File: src/rtl/ibex_tb_pkg.sv
// ibex_tb_pkg: shared constants and response payload type for the instruction memory responder.
package ibex_tb_pkg;
  localparam logic [31:0] NOP_INSN = 32'h00000013;
  typedef struct packed {
    logic        err;
    logic [31:0] rdata;
  } instr_resp_t;
endpackage

File: src/rtl/ibex_instr_resp_pipe.sv
// ibex_instr_resp_pipe: fixed-latency valid/payload shift register with async clear.
module ibex_instr_resp_pipe
  import ibex_tb_pkg::*;
#(
  parameter int LATENCY = 1
) (
  input  logic        clk,
  input  logic        rst,
  input  logic        in_valid,
  input  instr_resp_t in_data,
  output logic        out_valid,
  output instr_resp_t out_data
);
  logic [LATENCY-1:0] valid;
  instr_resp_t        data [LATENCY];
  // Empty slots carry a zero payload so the output needs no extra gating.
  always_ff @(posedge clk or posedge rst) begin
    if (rst) begin
      valid <= '0;
      for (int i = 0; i < LATENCY; i++) data[i] <= '0;
    end else begin
      valid[0] <= in_valid;
      data[0]  <= in_valid ? in_data : '0;
      for (int i = 1; i < LATENCY; i++) begin
        valid[i] <= valid[i-1];
        data[i]  <= data[i-1];
      end
    end
  end
  assign out_valid = valid[LATENCY-1];
  assign out_data  = data[LATENCY-1];
endmodule

File: src/rtl/ibex_instr_mem_responder.sv
// ibex_instr_mem_responder: instruction memory model with fixed latency and bounded outstanding requests.
// INSTR_MEM_ERR_INJ_EN: out-of-range fetches respond with err=1 and rdata=0.
module ibex_instr_mem_responder
  import ibex_tb_pkg::*;
#(
  parameter int MEM_DEPTH       = 8,
  parameter int LATENCY         = 1,
  parameter int MAX_OUTSTANDING = 2,
  localparam int AW = $clog2(MEM_DEPTH),
  localparam int OW = $clog2(MAX_OUTSTANDING + 1)
) (
  input  logic          clk_i,
  input  logic          rst_i,
  input  logic          instr_req_i,
  input  logic [31:0]   instr_addr_i,
  output logic          instr_gnt_o,
  output logic          instr_rvalid_o,
  output logic [31:0]   instr_rdata_o,
  output logic [6:0]    instr_rdata_intg_o,
  output logic          instr_err_o,
  input  logic          stall_i,
  input  logic          prog_we_i,
  input  logic [AW-1:0] prog_addr_i,
  input  logic [31:0]   prog_wdata_i,
  output logic [OW-1:0] outstanding_o,
  output logic [31:0]   resp_cnt_o
);
  logic [31:0]   mem [MEM_DEPTH];
  logic [AW-1:0] idx;
  logic          unused_addr;
  instr_resp_t   req_resp, out_resp;
  assign idx         = instr_addr_i[AW+1:2];
  assign unused_addr = ^{instr_addr_i[31:AW+2], instr_addr_i[1:0]};
  assign instr_gnt_o = instr_req_i & ~stall_i & ~rst_i & (outstanding_o < OW'(MAX_OUTSTANDING));
`ifdef INSTR_MEM_ERR_INJ_EN
  always_comb begin
    req_resp.err   = |instr_addr_i[31:AW+2];
    req_resp.rdata = req_resp.err ? '0 : mem[idx];
  end
`else
  always_comb begin
    req_resp.err   = 1'b0;
    req_resp.rdata = mem[idx];
  end
`endif
  // Read happens before the same-edge write lands, so a colliding fetch sees the old word.
  always_ff @(posedge clk_i or posedge rst_i) begin
    if (rst_i) for (int i = 0; i < MEM_DEPTH; i++) mem[i] <= NOP_INSN;
    else if (prog_we_i) mem[prog_addr_i] <= prog_wdata_i;
  end
  ibex_instr_resp_pipe #(.LATENCY(LATENCY)) u_pipe (
    .clk       (clk_i),
    .rst       (rst_i),
    .in_valid  (instr_gnt_o),
    .in_data   (req_resp),
    .out_valid (instr_rvalid_o),
    .out_data  (out_resp)
  );
  assign instr_rdata_o      = out_resp.rdata;
  assign instr_err_o        = out_resp.err;
  assign instr_rdata_intg_o = 7'h0;
  always_ff @(posedge clk_i or posedge rst_i) begin
    if (rst_i) begin
      outstanding_o <= '0;
      resp_cnt_o    <= '0;
    end else begin
      outstanding_o <= outstanding_o + OW'(instr_gnt_o) - OW'(instr_rvalid_o);
      resp_cnt_o    <= resp_cnt_o + 32'(instr_rvalid_o);
    end
  end
endmodule

File: config.mk
export PLATFORM = sky130hd
export DESIGN_NAME = ibex_instr_mem_responder
export DESIGN_NICKNAME = d
export VERILOG_FILES = /design/src/rtl/ibex_tb_pkg.sv /design/src/rtl/ibex_instr_resp_pipe.sv /design/src/rtl/ibex_instr_mem_responder.sv
export SDC_FILE = /design/constraint.sdc
export NUM_CORES = 1
export LEC_CHECK = 0
export CAP_MARGIN = 20
export CORE_MARGIN = 3
export CORE_UTILIZATION = 43
export DETAILED_ROUTE_END_ITERATION = 8
export GPL_TIMING_DRIVEN = 1
export PLACE_DENSITY_LB_ADDON = 0.25
export SLEW_MARGIN = 0
export SYNTH_ARGS = -nofsm -noshare
export SYNTH_HDL_FRONTEND = slang
export SYNTH_HIERARCHICAL = 1
export SYNTH_SLANG_ARGS = --single-unit
export TNS_END_PERCENT = 30
File: constraint.sdc
create_clock -name clk_i -period 9 [get_ports clk_i]
set_clock_uncertainty 0.15 [all_clocks]
set_input_delay 1.35 -clock clk_i [delete_from_list [all_inputs] [get_ports clk_i]]
set_output_delay 1.35 -clock clk_i [all_outputs]
set_load 0.01 [all_outputs]
; Word level (Yosys, flattened, before mapping)
; Cells that the tools add are included.
[classes]
add_sub_neg = 3
n_lt_le_gt_ge = 4
muxes = 7
n_bitwise = 7
reduce_logical = 1
[ops]
columns = cell, count
row1 = $bwmux W256, 1
row2 = $mux W32, 4
row3 = $bmux W32 S3, 1
row4 = $demux W32 S3, 1
row5 = $add A32 B1 Y32, 1
row6 = $ge A4 B4 Y1 const B, 2
row7 = $not A3 Y4, 2
row8 = $lt A4 B1 Y1 const B, 1
row9 = $and A1 B1 Y1, 3
row10 = $add A2 B1 Y2, 1
row11 = $lt A2 B2 Y1 const B, 1
row12 = $not A1 Y1, 2
row13 = $sub A2 B1 Y2, 1
row14 = $logic_and A1 B1 Y1, 1
[word_totals]
regBits = 324
input_bits = 72
output_inout_bits = 76
wordCells = 35

; Logic depth before layout (Yosys ltp)
; Gate-level depths: netlist of run 1.
[depth]
word_depth = 6
ltp_mapped = 6
mapped_depth_nobuf = 6

; Hierarchy
; The synthesis of run 1 kept the hierarchy.
[modules_own_cells]
columns = module, n_inst, cells_each, area_per_inst_um2, seq_area_each_um2
row1 = ibex_instr_mem_responder, 1, 802, 13003.7, 7287.0
row2 = ibex_instr_resp_pipe, 1, 71, 1117.3, 850.8

; Worst setup path before layout of run 1
; OpenSTA, ideal clock, no wires.
[synth_path]
path_type = input -> output
startpoint = input stall_i
endpoint = output instr_gnt_o
arrival_time_ps = 2315
required_time_ps = 7500
setup_slack_ps = 5185
cell_stages = 1
n_path_buf = 0
path_cell_list = nor4b_1
[synth_via]
elab_chain_len = 4
[synth_rtl]
columns = element, line
row1 = from (decl), ibex_instr_mem_responder.sv:21  ; input logic stall_i,
row2 = $not A1 Y1, ibex_instr_mem_responder.sv:34  ; assign instr_gnt_o = instr_req_i & ~stall_i & ~rst_i & (outstanding_o < OW'(MAX_OUTSTANDING));
row3 = $and A1 B1 Y1 (3 in a row), ibex_instr_mem_responder.sv:34
row4 = to (decl), ibex_instr_mem_responder.sv:16  ; output logic instr_gnt_o,
; No other way between the ends.

; Final worst setup path of run 1
[layout_path]
startpoint = input rst_i
endpoint = output instr_gnt_o
[layout_via]
elab_chain_len = 3
[layout_rtl]
columns = element, line
row1 = from (decl), ibex_instr_mem_responder.sv:13  ; input logic rst_i,
row2 = $not A1 Y1, ibex_instr_mem_responder.sv:34
row3 = $and A1 B1 Y1 (2 in a row), ibex_instr_mem_responder.sv:34
; No other way between the ends.

==> results.tsv, run 1 <==
stage	metric	value	unit
status	outcome	finished, final reports clean	
flow_run	Max-cap violations	0	
clocking	CTS Hold Buffers Added	0	
logic_synthesis	Cell variety after synth	36	
timing	Achievable Freq	0.206	GHz
clocking	total CTS buffers	36	
route	DR iter-0 viols	349	
clocking	clock latency on the worst-skew pair	0.51	ns
worst_setup_path	Arr. time, crit path	3.35	ns
logic_synthesis	Post-synth ARST share	1.00	
worst_setup_path	end of the critical path	instr_gnt_o	
final_layout	layout cells sized above 1	0.486	
global_routing	first-pass GRT wire length	48.1	mm
clocking	TritonCTS clock tree	yes	
placed_design	DPL Wire Length	16.2	mm
clocking	Clock Pin Slew Worst Setup and Hold Paths	0.06	ns
final_layout	most frequent cells in the layout	300 x dfrtp_1, 287 x mux2_2, 108 x clkdlybuf4s50_1, 64 x mux4_2, 37 x clkbuf_16	
worst_setup_path	Critical Path Fanout Max	3	
floorplanning	# rows	65	
pwr	maximum vdd drop	0.158	mV
logic_synthesis	Syn Std Cell Area	0.0141	sq mm
final_layout	leading cell type in the layout, fill and taps excluded	dfrtp_1	
clocking	Post-CTS Setup Bufs	0	
final_layout	area grow syn2layout	19.4	%
route	DRT met1 WL	14.4	mm
timing	slew margin rel.	0.322	
floorplanning	boundary pin count	148	
timing	period utilisation layout	0.539	
clocking	H-tree depth	2	
route	Via density	5.31	
logic_synthesis	synth warn	6	
floorplanning	Die Wd	187	microns
logic_synthesis	top_reg_cell synth	dfrtp_1	
timing	RSZ-0062 raised after global routing	false	
route	uppermost layer routed	met5	
final_layout	Finished Core Util	0.528	
pwr	total power	3.97	mW
floorplanning	DIE HEIGHT	187	microns
route	Routed Antenna Nets	0	
floorplanning	core area	0.0320	sq mm
global_routing	total grt overflow	0	
global_routing	Total GRT Usage	0.173	
global_routing	number of global-route vias before repair	8207	
logic_synthesis	sequential fraction of the synthesis area	0.576	
logic_synthesis	EDFF count, synth	0	
clocking	Clock Path Buffers	3	
timing	final slew viol count	0	
worst_setup_path	Reg2Reg Depth	5	
min_path	min-delay worst type	flip-flop to flip-flop	
timing	Worst-Margin Slew	1.02	ns
timing	final setup fails	0	
clocking	CTS resizes	0	
route	drt total wl	29.8	mm
timing	final critical path time including I/O delays and setup	4.85	ns
logic_synthesis	post-synth top area share	0.532	
clocking	CTS Sinks	324	
worst_setup_path	Crit. End Element	output port	
pwr	Leak Pwr	7.10	nW
worst_setup_path	r2r startpoint	outstanding_o[1]	
logic_synthesis	flop and latch count out of synthesis	324	
global_routing	initial antenna violation count	2	
route	via count	7711	
route	Met3 Routed Length	1.34	mm
floorplanning	die area	0.0350	sq mm
timing	Final Hold Viols	0	
logic_synthesis	cell taking the most area after synthesis	dfrtp_1	
pwr	pwr dens	235	mW/mm^2
placed_design	Port Buffers	111	
min_path	min-delay src	resp_cnt_o[27]	
route	DRT Pass-1 Iters	4	
worst_setup_path	Reg2Reg Setup Slack	6.52	ns
worst_setup_path	R2R Path End	outstanding_o[1]	
route	routed length per instance	20.5	microns
route	met2 routed WL	13.6	mm
worst_setup_path	Worst setup SP type	input pin	
route	DRC viols	0	
clocking	CTS root buffer	clkbuf_16	
logic_synthesis	Syn Inst Count	873	
timing	setup TNS	0	ns
logic_synthesis	Synth area leaders	dfrtp_1 53%, mux2_2 23%, mux4_2 10%	
floorplanning	Initial Utilization	0.442	
worst_setup_path	Setup CP Type	input pin to output port	
logic_synthesis	average footprint of a synthesized cell	16.2	sq um
global_routing	largest net degree at the start of global routing	140	
final_layout	Final nets	1066	
worst_setup_path	critical path startpoint	rst_i	
worst_setup_path	Worst Path Required	7.50	ns
placed_design	GPL Wtd Cong	0.721	
==> cells by family after synthesis <==
| logic type | synth area share |
|---|---|
| adders and majority gates | 0.00443 |
| DFF | 0.576 |
| other | 0.000266 |
| muxes | 0.332 |
| xor gates and xnor gates | 0.0198 |
| buffers and inverters | 0.0200 |
| and+or+nand+nor | 0.0474 |
==> worst max-delay path, cell delays in order <==
cell             delay, ns
clkdlybuf4s50_1       0.50
nor4b_2               0.80
clkdlybuf4s50_1       0.70
==> through the flow <==
stage	cells	hold WS, ns	setup slack, ns	cell area, sq um
global placement	1386	0.312	4.13	15700
CTS	1450	0.333	4.13	16900
floorplan	880	0.303	3.67	14200
global route	1450	0.348	4.04	16900
detailed placement	1386	0.325	4.15	15700
finish	1452	0.329	4.15	16900
==> synthesized netlist by cell type, types with 10 or more instances <==
library cell	number
xnor2_1	21
clkbuf_1	19
and2_2	33
dfstp_2	24
nand2_1	17
xor2_1	11
mux4_2	64
buf_2	25
nand3_1	10
mux2_2	287
dfrtp_1	300
==> report_power, final <==
| part | switching, mW | internal (mW) |
|---|---|---|
| Clock | 0.584 | 0.882 |
| Sequential | 0.134 | 1.75 |
| Combinational | 0.212 | 0.406 |
==> layer usage <==
metal  track usage  vias up
met5             0        -
met4        0.0375        2
met3        0.0313       45
met2         0.263      137
met1         0.261     4109
li1              -     3418
==> cell type report <==
cell class | count | area (sq um)
Sequential cell | 324 | 8140
Inverter | 4 | 18.8
Tap cell | 435 | 544
Multi-Input combinational cell | 497 | 5760
Clock inverter | 8 | 101
Antenna cell | 2 | 5.00
Clock buffer | 56 | 1080
Timing Repair Buffer | 126 | 1220
Fill cell | 2658 | 15100
==> flip-flops by register name (all words and copies together), names as in the netlist <==
name,flops
u_pipe/out_data,33
resp_cnt_o,32
mem,256
outstanding_o,2
u_pipe/out_valid,1
==> worst min path at each step <==
stage,endpoint,slack [ns],cells after the start
floorplan,mem[221],0.30,1
global placement,resp_cnt_o[31],0.31,1
detailed placement,resp_cnt_o[27],0.33,1
CTS,resp_cnt_o[27],0.33,1
global route,resp_cnt_o[27],0.35,1
finish,resp_cnt_o[27],0.33,1
Note: power is estimated with default switching activity, not from simulation.
==> run 2: changes to the inputs <==
==> constraint.sdc (replaced) <==
create_clock -name clk_i -period 5 [get_ports clk_i]
set_clock_uncertainty 0.15 [all_clocks]
set_input_delay 0.75 -clock clk_i [delete_from_list [all_inputs] [get_ports clk_i]]
set_output_delay 0.75 -clock clk_i [all_outputs]
set_load 0.01 [all_outputs]
==> results.tsv, run 2 (same netlist as run 1, synthesis figures left out) <==
stage	metric	value	unit	change
status	outcome	finished, final reports clean		
timing	final critical path time including I/O delays and setup	3.72	ns	
worst_setup_path	Critical Path Fanout Max	3		unchanged
global_routing	number of global-route vias before repair	8109		-1.2%
clocking	Clock Path Buffers	3		unchanged
timing	Worst-Margin Slew	1.08	ns	+0.0651 ns
final_layout	Final nets	1066		unchanged
global_routing	most crowded layer after global routing	met2		
final_layout	layout cells sized above 1	0.491		+0.00494
global_routing	met1 Use GR	0.253		-0.00851
worst_setup_path	Reg2Reg Setup Slack	2.47	ns	-4.05 ns
placed_design	GPL Wtd Cong	0.734		+1.9%
final_layout	most frequent cells in the layout	300 x dfrtp_1, 287 x mux2_2, 108 x clkdlybuf4s50_1, 64 x mux4_2, 37 x clkbuf_16		
worst_setup_path	Worst setup SP type	input pin		
pwr	maximum vdd drop	0.222	mV	+40%
floorplanning	# rows	65		unchanged
global_routing	largest net degree at the start of global routing	138		-1.4%
final_layout	n_diodes	0		-2
worst_setup_path	Reg2Reg Depth	5		unchanged
placed_design	pre-CTS setup slack	1.33	ns	-2.82 ns
route	Via density	5.31		about the same
timing	final slew viol count	0		unchanged
timing	Achievable Freq	0.269	GHz	
min_path	Hold Path Stages	1		unchanged
global_routing	met2 Track Usage GR	0.259		-0.00423
route	drt total wl	29.1	mm	-2.3%
worst_setup_path	Arr. time, crit path	2.82	ns	-0.53 ns
timing	final setup margin	1.28	ns	-2.86 ns
clocking	Post-CTS Setup Bufs	0		unchanged
worst_setup_path	r2r startpoint	outstanding_o[1]		
pwr	pwr dens	423	mW/mm^2	+80%
timing	worst hold margin	0.325	ns	-0.00393 ns
worst_setup_path	Worst Path Required	4.10	ns	-3.40 ns
clocking	CTS Sinks	324		unchanged
min_path	Worst Hold End	resp_cnt_o[31]		
timing	setup TNS	0	ns	unchanged
clocking	CTS root buffer	clkbuf_16		
route	DRC viols	0		unchanged
floorplanning	DIE HEIGHT	187	microns	unchanged
final_layout	most flop-heavy register	mem		
clocking	CTS resizes	0		unchanged
global_routing	initial antenna violation count	1		-1
clocking	TritonCTS clock tree	yes		
min_path	min-delay src	resp_cnt_o[31]		
global_routing	first-pass GRT wire length	47.1	mm	-2.0%
pwr	Leak Pwr	7.14	nW	+0.56%
timing	final setup fails	0		unchanged
final_layout	leading cell type in the layout, fill and taps excluded	dfrtp_1		
global_routing	GR met3 Demand/Resource	0.0300		-0.00131
timing	Final Hold Viols	0		unchanged
clocking	H-tree depth	2		unchanged
global_routing	Total GRT Usage	0.169		-0.00369
final_layout	area grow syn2layout	19.9	%	
timing	RSZ-0062 raised after global routing	false		
timing	slew margin rel.	0.279		-0.0434
clocking	Clock Pin Slew Worst Setup and Hold Paths	0.06	ns	about the same
timing	period utilisation layout	0.743		
floorplanning	die area	0.0350	sq mm	unchanged
placed_design	DPL Wire Length	16.0	mm	-0.87%
route	DRT Pass-1 Iters	4		unchanged
clocking	clock latency on the worst-skew pair	0.52	ns	about the same
route	routed length per instance	20.1	microns	-2.3%
clocking	CTS Hold Buffers Added	0		unchanged
floorplanning	core area	0.0320	sq mm	unchanged
route	via count	7714		+0.039%
worst_setup_path	R2R Path End	outstanding_o[1]		
final_layout	fin cells	1452		unchanged
route	DR iter-0 viols	337		-3.4%
flow_run	Max-cap violations	0		unchanged
placed_design	Post-Place Cells	1386		unchanged
pwr	total power	7.17	mW	+81%
clocking	total CTS buffers	36		unchanged
floorplanning	Die Wd	187	microns	unchanged
floorplanning	boundary pin count	148		unchanged
placed_design	Port Buffers	111		unchanged
worst_setup_path	Crit. End Element	output port		
route	Routed Antenna Nets	0		unchanged
global_routing	total grt overflow	0		unchanged
final_layout	max reg flops	256		unchanged
worst_setup_path	Setup CP Type	input pin to output port		
floorplanning	Initial Utilization	0.442		unchanged
min_path	min-delay worst type	flip-flop to flip-flop		
run 2: stage by stage:
stage	utilization	instance area (sq um)
global placement	0.491	15700
global route	0.530	16900
finish	0.530	16900
floorplan	-	14200
detailed placement	0.491	15700
CTS	0.530	16900
run 2: power by group:
part           switching [mW]  internal, mW  total [mW]
logic                   0.381         0.733        1.11
clock network            1.02          1.64        2.66
registers               0.242          3.15        3.39
run 2: metal layers:
layer / vias to the layer above / share of wire
li1: 3427 / -
met1: 4065 / 0.48
met2: 175 / 0.46
met3: 45 / 0.046
met4: 2 / 0.017
met5: - / 0.00024
run 2: cell type report:
class | instances | area, sq um
Clock buffer | 56 | 1120
Clock inverter | 10 | 108
Fill cell | 2655 | 15000
Inverter | 4 | 18.8
Multi-Input combinational cell | 497 | 5760
Sequential cell | 324 | 8140
Tap cell | 435 | 544
Timing Repair Buffer | 126 | 1250
run 2: critical path: stages:
cell and delay (ns):
clkdlybuf4s50_1 0.50, nor4b_2 0.86, clkdlybuf4s50_1 0.70
run 2: how the worst max path moves through the flow:
stage / startpoint / endpoint / slack (ns) / depth (start not counted)
CTS: rst_i / instr_gnt_o / 1.31 / 3
floorplan: rst_i / mem[101] / 0.27 / 1
detailed placement: rst_i / instr_gnt_o / 1.33 / 3
finish: rst_i / instr_gnt_o / 1.28 / 3
global placement: rst_i / instr_gnt_o / 1.33 / 3
global route: rst_i / instr_gnt_o / 1.26 / 3
==> run 3: changes to the inputs <==
==> constraint.sdc (replaced) <==
create_clock -name clk_i -period 3 [get_ports clk_i]
set_clock_uncertainty 0.15 [all_clocks]
set_input_delay 0.45 -clock clk_i [delete_from_list [all_inputs] [get_ports clk_i]]
set_output_delay 0.45 -clock clk_i [all_outputs]
set_load 0.01 [all_outputs]
==> results.tsv, run 3 (same netlist as run 1, synthesis figures left out) <==
stage	metric	value	unit	change
timing	Final Hold Viols	0		unchanged
timing	RSZ-0062 raised after global routing	false		
timing	worst hold margin	0.320	ns	-0.00569 ns
clocking	clock latency on the worst-skew pair	0.51	ns	about the same
global_routing	most crowded layer after global routing	met2		
worst_setup_path	Crit. End Element	output port		
floorplanning	core area	0.0320	sq mm	unchanged
timing	final setup fails	0		unchanged
clocking	Post-CTS Setup Bufs	0		unchanged
floorplanning	# rows	65		unchanged
global_routing	met1 Use GR	0.258		+0.00509
global_routing	GR met3 Demand/Resource	0.0307		+0.000750
worst_setup_path	Arr. time, crit path	2.07	ns	-0.75 ns
route	Routed Antenna Nets	0		unchanged
global_routing	largest net degree at the start of global routing	82		-41%
clocking	total CTS buffers	36		unchanged
route	via count	7771		+0.74%
route	DR iter-0 viols	301		-11%
worst_setup_path	Worst setup SP type	input pin		
global_routing	number of global-route vias before repair	8373		+3.3%
timing	final critical path time including I/O delays and setup	2.67	ns	
route	routed length per instance	20.8	microns	+3.6%
timing	slew margin rel.	0.599		+0.320
clocking	Clock Pin Slew Worst Setup and Hold Paths	0.05	ns	about the same
floorplanning	DIE HEIGHT	187	microns	unchanged
timing	Achievable Freq	0.375	GHz	
worst_setup_path	R2R Path End	resp_cnt_o[22]		
min_path	Worst Hold End	resp_cnt_o[31]		
final_layout	area grow syn2layout	20.7	%	
timing	final slew viol count	0		unchanged
min_path	min-delay worst type	flip-flop to flip-flop		
final_layout	Sequential Area	0.00814	sq mm	unchanged
worst_setup_path	Setup CP Type	input pin to output port		
floorplanning	boundary pin count	148		unchanged
timing	Worst-Margin Slew	0.601	ns	-0.481 ns
timing	period utilisation layout	0.889		
global_routing	initial antenna violation count	1		unchanged
worst_setup_path	Worst Path Required	2.40	ns	-1.70 ns
floorplanning	Die Wd	187	microns	unchanged
final_layout	fill cell count	2652		-0.11%
placed_design	Port Buffers	111		unchanged
floorplanning	die area	0.0350	sq mm	unchanged
clocking	CTS Hold Buffers Added	0		unchanged
clocking	CTS Sinks	324		unchanged
clocking	Clock Path Buffers	3		unchanged
floorplanning	Initial Utilization	0.442		unchanged
flow_run	Max-cap violations	0		unchanged
route	DRC viols	0		unchanged
final_layout	max reg flops	256		unchanged
placed_design	GPL Wtd Cong	0.715		-2.6%
final_layout	Finished Core Util	0.533		+0.00348
final_layout	layout cells sized above 1	0.483		-0.00729
global_routing	Total GRT Usage	0.176		+0.00717
clocking	CTS root buffer	clkbuf_16		
pwr	pwr dens	682	mW/mm^2	+61%
final_layout	n_diodes	0		unchanged
worst_setup_path	Reg2Reg Setup Slack	0.83	ns	-1.64 ns
final_layout	most flop-heavy register	mem		
clocking	H-tree depth	2		unchanged
route	Via density	5.33		+0.39%
worst_setup_path	Critical Path Fanout Max	3		unchanged
global_routing	total grt overflow	0		unchanged
final_layout	leading cell type in the layout, fill and taps excluded	dfrtp_1		
status	outcome	finished, final reports clean		
min_path	Hold Path Stages	1		unchanged
worst_setup_path	r2r startpoint	u_pipe/out_valid		
global_routing	first-pass GRT wire length	49.0	mm	+3.9%
pwr	maximum vdd drop	0.364	mV	+64%
worst_setup_path	Reg2Reg Depth	6		+1
placed_design	DPL Wire Length	17.0	mm	+6.1%
global_routing	met2 Track Usage GR	0.279		+0.0197
route	DRT Pass-1 Iters	4		unchanged
final_layout	most frequent cells in the layout	300 x dfrtp_1, 287 x mux2_2, 108 x clkdlybuf4s50_1, 64 x mux4_2, 37 x clkbuf_16		
pwr	Leak Pwr	7.16	nW	+0.34%
min_path	min-delay src	resp_cnt_o[31]		
final_layout	Final nets	1075		+0.84%
route	drt total wl	30.3	mm	+3.9%
clocking	TritonCTS clock tree	yes		
final_layout	area of the multi-input gates	0.00576	sq mm	unchanged
clocking	CTS resizes	0		unchanged
[run 3: cell count changes in the layout (fill, tap and decap cells not counted), sizes merged]
cell and change:
bufinv -2, clkbuf +3, clkinv -5, buf +9
[run 3: layout make-up]
cell class	count	area share
Clock buffer	59	0.0621
Clock inverter	3	0.00132
Inverter	4	0.00110
Multi-Input combinational cell	497	0.338
Sequential cell	324	0.477
Tap cell	435	0.0319
Timing Repair Buffer	135	0.0882
[run 3: power by group]
part / internal, mW / switching [mW]
registers: 5.25 / 0.409
clock network: 2.40 / 1.67
logic: 1.25 / 0.648
total: 8.90 / 2.73
[run 3: stage by stage]
stage | std cells | area [sq um] | setup TNS [ns] | worst slack, ns | power (mW)
detailed placement | 1395 | 16000 | 0 | 0.354 | 7.66
finish | 1457 | 17000 | 0 | 0.332 | 11.6
global placement | 1395 | 16000 | 0 | 0.338 | 7.57
floorplan | 880 | 14200 | -389.44 | -1.43 | 7.03
global route | 1457 | 17000 | 0 | 0.301 | 12.2
CTS | 1457 | 17000 | 0 | 0.335 | 11.8
[run 3: critical path, cell delays in order]
cell and delay (ns):
clkdlybuf4s50_1 0.52, nor4b_2 0.30, buf_4 0.22, clkdlybuf4s50_1 0.57
[run 3: per-layer routing]
metal | vias up | part of all wire
li1 | 3438 | -
met1 | 4128 | 0.48
met2 | 168 | 0.46
met3 | 35 | 0.043
met4 | 2 | 0.015
met5 | - | 0.00036
[run 3: worst max-delay path by stage]
stage	start	cells past startpoint	endpoint	slack, ns
finish	rst_i	4	instr_gnt_o	0.33
global route	rst_i	4	instr_gnt_o	0.30
CTS	rst_i	4	instr_gnt_o	0.34
detailed placement	rst_i	4	instr_gnt_o	0.35
global placement	rst_i	4	instr_gnt_o	0.34
floorplan	rst_i	1	mem[101]	-1.43
